$ cat config.mk
export PLATFORM = sky130hd
export DESIGN_NAME = conc_trace_recorder
export DESIGN_NICKNAME = d
export VERILOG_FILES = /design/src/rtl/conc_trace_recorder.sv
export SDC_FILE = /design/constraint.sdc
export NUM_CORES = 1
export LEC_CHECK = 0
export ABC_CLOCK_PERIOD_IN_PS = 11700
export BUFFER_PORTS_ARGS = -buffer_cell sky130_fd_sc_hd__buf_4
export CAP_MARGIN = 20
export CORE_MARGIN = 2
export CORE_UTILIZATION = 66
export DETAILED_ROUTE_END_ITERATION = 7
export PLACE_DENSITY = 0.84
export SETUP_SLACK_MARGIN = 0.5
export SYNTH_ARGS = -nofsm -noshare
export SYNTH_HDL_FRONTEND = slang
export SYNTH_SLANG_ARGS = --single-unit
$ cat constraint.sdc
create_clock -name clock -period 11.7 [get_ports clock]
set_clock_uncertainty 0.1 [all_clocks]
set_input_delay 1.17 -clock clock [delete_from_list [all_inputs] [get_ports clock]]
set_output_delay 1.17 -clock clock [all_outputs]
set_load 0.1 [all_outputs]
$ cat src/rtl/conc_trace_recorder.sv
// Trace recorder: run-length compresses a sampled DUT output vector into
// {stamp, value} change records and buffers them in a FWFT FIFO.
module conc_trace_recorder #(
  parameter int SW    = 3,
  parameter int CW    = 16,
  parameter int DEPTH = 16
) (
  input  logic                     clock,
  input  logic                     reset,
  input  logic                     en,
  input  logic [SW-1:0]            sample,
  output logic                     rd_valid,
  input  logic                     rd_ready,
  output logic [CW+SW-1:0]         rd_data,
  output logic [$clog2(DEPTH):0]   count,
  output logic                     overflow,
  output logic [7:0]               drop_cnt
);
  localparam int AW = $clog2(DEPTH);
  localparam int RW = CW + SW;

  typedef enum logic {S_IDLE, S_RUN} state_t;

  state_t          r_state;
  state_t          w_state_nx;
  logic            w_first;
  logic [CW-1:0]   r_cyc;
  logic [SW-1:0]   r_last;
  logic [RW-1:0]   r_mem [DEPTH];
  logic [AW:0]     r_wr;
  logic [AW:0]     r_rd;
  logic [AW:0]     r_count;
  logic            r_valid;
  logic            r_ovf;
  logic [7:0]      r_drop;
  logic [RW-1:0]   r_data;
  logic            w_gen;
  logic            w_pop;
  logic            w_push;
  logic            w_drop;
  logic            w_solo;
  logic [RW-1:0]   w_rec;
  logic [AW:0]     w_rd_nx;
  logic [AW:0]     w_count_nx;

  always_ff @(posedge clock) begin
    if (!reset) r_state <= S_IDLE;
    else        r_state <= w_state_nx;
  end

  // Any cycle with en low re-arms, so the next sampled cycle records.
  always_comb begin
    w_state_nx = r_state;
    if (!en) w_state_nx = S_IDLE;
    else     w_state_nx = S_RUN;
  end

  always_comb begin
    w_first = 1'b0;
    case (r_state)
      S_IDLE:  w_first = 1'b1;
      default: w_first = 1'b0;
    endcase
  end

  assign w_rec  = {r_cyc, sample};
  assign w_gen  = en && (w_first || (sample != r_last) || (r_cyc == '0));
  assign w_pop  = r_valid && rd_ready;
  assign w_push = w_gen && (!r_count[AW] || w_pop);
  assign w_drop = w_gen && !w_push;

  assign w_rd_nx    = r_rd + (AW+1)'(w_pop);
  assign w_count_nx = r_count + (AW+1)'(w_push) - (AW+1)'(w_pop);

  // New record becomes head when it lands in an empty (or emptying) FIFO.
  assign w_solo = (r_count == '0) ||
                  (w_pop && (r_count == (AW+1)'(1)));

  always_ff @(posedge clock) begin
    if (reset && w_push) r_mem[r_wr[AW-1:0]] <= w_rec;
  end

  always_ff @(posedge clock) begin
    if (!reset) begin
      r_cyc   <= '0;
      r_last  <= '0;
      r_wr    <= '0;
      r_rd    <= '0;
      r_count <= '0;
      r_valid <= 1'b0;
      r_ovf   <= 1'b0;
      r_drop  <= '0;
      r_data  <= '0;
    end else begin
      if (en) begin
        r_cyc  <= r_cyc + 1'b1;
        r_last <= sample;
      end
      if (w_push) r_wr <= r_wr + 1'b1;
      r_rd    <= w_rd_nx;
      r_count <= w_count_nx;
      r_valid <= (w_count_nx != '0);
      if (w_push && w_solo) r_data <= w_rec;
      else if (w_pop)       r_data <= r_mem[w_rd_nx[AW-1:0]];
      if (w_drop) begin
        r_ovf <= 1'b1;
        if (r_drop != 8'hFF) r_drop <= r_drop + 1'b1;
      end
    end
  end

  assign rd_valid = r_valid;
  assign rd_data  = r_data;
  assign count    = r_count;
  assign overflow = r_ovf;
  assign drop_cnt = r_drop;
endmodule

==> results.json <==
{
  "ys_seq_elements": 366,
  "ant_nets": 0,
  "cellPowerDensity_nw_per_um2": 200,
  "yosysWarnings": 0,
  "layout_common_cells": "edfxtp_1 (304), mux4_2 (76), buf_4 (71)",
  "final_common_cell": "edfxtp_1",
  "start_kind": "input pin",
  "met2_usage_pct": 47.3,
  "drtIter0Drc": 840,
  "drc_errors": 0,
  "drtPass1Iterations": 5,
  "wl_um": 32000,
  "row_count": 54,
  "cts-resized-gates": 0,
  "final_nets": 916,
  "syn_avg_cell_area_um2": 17.6,
  "drv_slew": 0,
  "syn_area_um2": 14500,
  "max_freq_ghz": 0.246,
  "vias": 7991,
  "min-delay-start": "overflow",
  "fin_crit_sh_pct": 34.8,
  "period_minus_slack_ps": 4070,
  "synth_ff_type": "edfxtp_1",
  "hold_viol_final": 0,
  "synthCells": 826,
  "die_w_um": 152,
  "worst_path_most_repeated_cell": "buf_4",
  "clockRootBuffer": "clkbuf_16",
  "fin_util_pct": 76.4,
  "dpl.hpwl_um": 18500,
  "crit_type": "in2reg",
  "clk_pin_slew_ps": 60,
  "worstPathCellList": "buf_4 > nand2_1 > inv_1 > ha_4 > buf_4 > mux4_2 > mux2_2 > o21ai_0 > o221ai_1",
  "gp_congestion": 0.855,
  "ff_latch_area_um2": 10400,
  "r2r-end": "rd_valid",
  "cp.required_ps": 11950,
  "grt_usage_pct": 28.2,
  "grt_pass1_wl_um": 49200,
  "grt_max_degree": 58,
  "grt.busiest_layer": "met2",
  "cap_viol_max_count": 0,
  "critPathBufInv": 3,
  "initial_core_util_pct": 67.0,
  "vdd_drop_max_v": 0.000277,
  "dpl_cell_area_um2": 15400,
  "clk_latency_ps": 530,
  "slew_headroom_pct": 32.7,
  "routedWlPerCell_um": 26.7,
  "synth-edff-count": 304,
  "grt_setup_unrepaired": "false",
  "viasPerCell": 6.66,
  "reg2reg_slack_ps": 7640,
  "whs_ps": 387,
  "antenna_found_initial": 0,
  "hp-class": "reg2reg",
  "startpoint": "rd_ready",
  "tritoncts": "built",
  "core-area_um2": 21700,
  "final_area_um2": 16600,
  "die_area_um2": 23200,
  "hold_buffers": 0,
  "worst_slew_pin_slew_ps": 1000,
  "hold_path_depth": 2,
  "area_growth_pct": 14.1,
  "die_h_um": 152,
  "ys_seq_area_share_pct": 71.4,
  "diodes": 0,
  "clk_path_buf_depth": 3,
  "r2r_start": "r_cyc[0]",
  "critical-path-top-delay-family": "buffers and inverters",
  "portBuffers": 40,
  "setup_slack_ps": 7630,
  "cts_max_level": 2,
  "drive_above_1_share_pct": 26.4,
  "crit_path_top_delay_cell": "ha_4",
  "finalSetupTns_ps": 0,
  "outcome": "finished, final reports clean",
  "grt_pass1_vias": 8299,
  "use_met3_pct": 5.52,
  "hold_end": "overflow",
  "crit_arrival_ps": 4320,
  "end_kind": "flop",
  "use_met1_pct": 37.6,
  "multi_input_area_um2": 3960,
  "cts.sinks": 366,
  "rr_worst_depth": 13,
  "p_leak_nw": 5.52,
  "syn-num-nets": 849,
  "cts_buffers": 36,
  "ys_async_sr_fraction_pct": 0,
  "path_max_fanout": 39,
  "cts_setup_buffers": 0,
  "ys_types": 41,
  "fillers": 1136,
  "pre_cts_ws_ps": 6850,
  "io_pins": 41,
  "grt_overflow": 0,
  "slowest_delay_ps": 780,
  "setup_viol": 0
}
layer usage:
layer  share of wire [%]  vias up
met3                 8.3       79
met4                 3.0        0
met1                  38     4076
li1                    -     3389
met2                  51      447
met5                   0        -
cell usage after synthesis (all sizes together), types with 16 or more instances:
cell type | instances | area, µm²
buf | 28 | 149
clkbuf | 16 | 60.1
dfxtp | 62 | 1240
edfxtp | 304 | 9130
inv | 37 | 139
mux2 | 19 | 214
mux2i | 25 | 250
mux4 | 76 | 1710
nand2 | 36 | 135
nand3 | 28 | 140
nor2 | 25 | 93.8
o21ai | 26 | 130
o221ai | 19 | 166
per-stage QoR:
stage | total power, W | cells
6_report | 0.00331 | 1200
5_1_grt | 0.00342 | 1200
4_1_cts | 0.00332 | 1199
2_1_floorplan | 0.00203 | 826
3_3_place_gp | 0.00215 | 1133
3_5_place_dp | 0.00218 | 1134
cells by family (layout without fill, tap and decap cells):
group                      Yosys count  count (layout)  synth area share [%]
adders and majority gates           16              16                  1.43
buffers and inverters               82             176                  2.42
and+or+nand+nor                    148             148                  5.26
DFF                                366             366                  71.4
muxes                              120             120                  15.0
AOI/OAI and AO/OA                   71              71                  3.16
xor gates and xnor gates            23              23                  1.39
registers in the layout (all words and copies together), names as in the netlist:
| register | cells |
|---|---|
| count | 5 |
| drop_cnt | 8 |
| overflow | 1 |
| r_cyc | 16 |
| r_last | 3 |
| r_mem | 304 |
| r_rd | 4 |
| r_state | 1 |
| r_wr | 4 |
| rd_data | 19 |
| rd_valid | 1 |
worst max-delay path by stage:
stage | end | slack, ps | cells past startpoint
floorplan | r_mem[7][0] | 7020 | 5
global placement | rd_valid | 6980 | 12
detailed placement | rd_valid | 6850 | 12
CTS | rd_valid | 6990 | 13
global route | rd_data[5] | 7300 | 9
finish | rd_data[1] | 7630 | 9
worst min-delay path: cells and delay by family (launching register included):
family / cells / cell delay (ps)
AND/OR/NAND/NOR: 2 / 120
flip-flops: 1 / 330
final cells by class:
| class | instances | area share [%] |
|---|---|---|
| clock buffer | 49 | 5.98 |
| timing repair buffer | 73 | 3.47 |
| multi-input combinational | 378 | 23.9 |
| inverter | 38 | 0.861 |
| tap | 280 | 2.11 |
| sequential | 366 | 62.6 |
| clock inverter | 16 | 1.14 |
where the power goes:
| part | switching, W | internal [W] |
|---|---|---|
| combinational | 0.000423 | 0.000263 |
| clock | 0.000469 | 0.000686 |
| sequential | 0.0000333 | 0.00144 |
(Power assumes the default switching activity.)
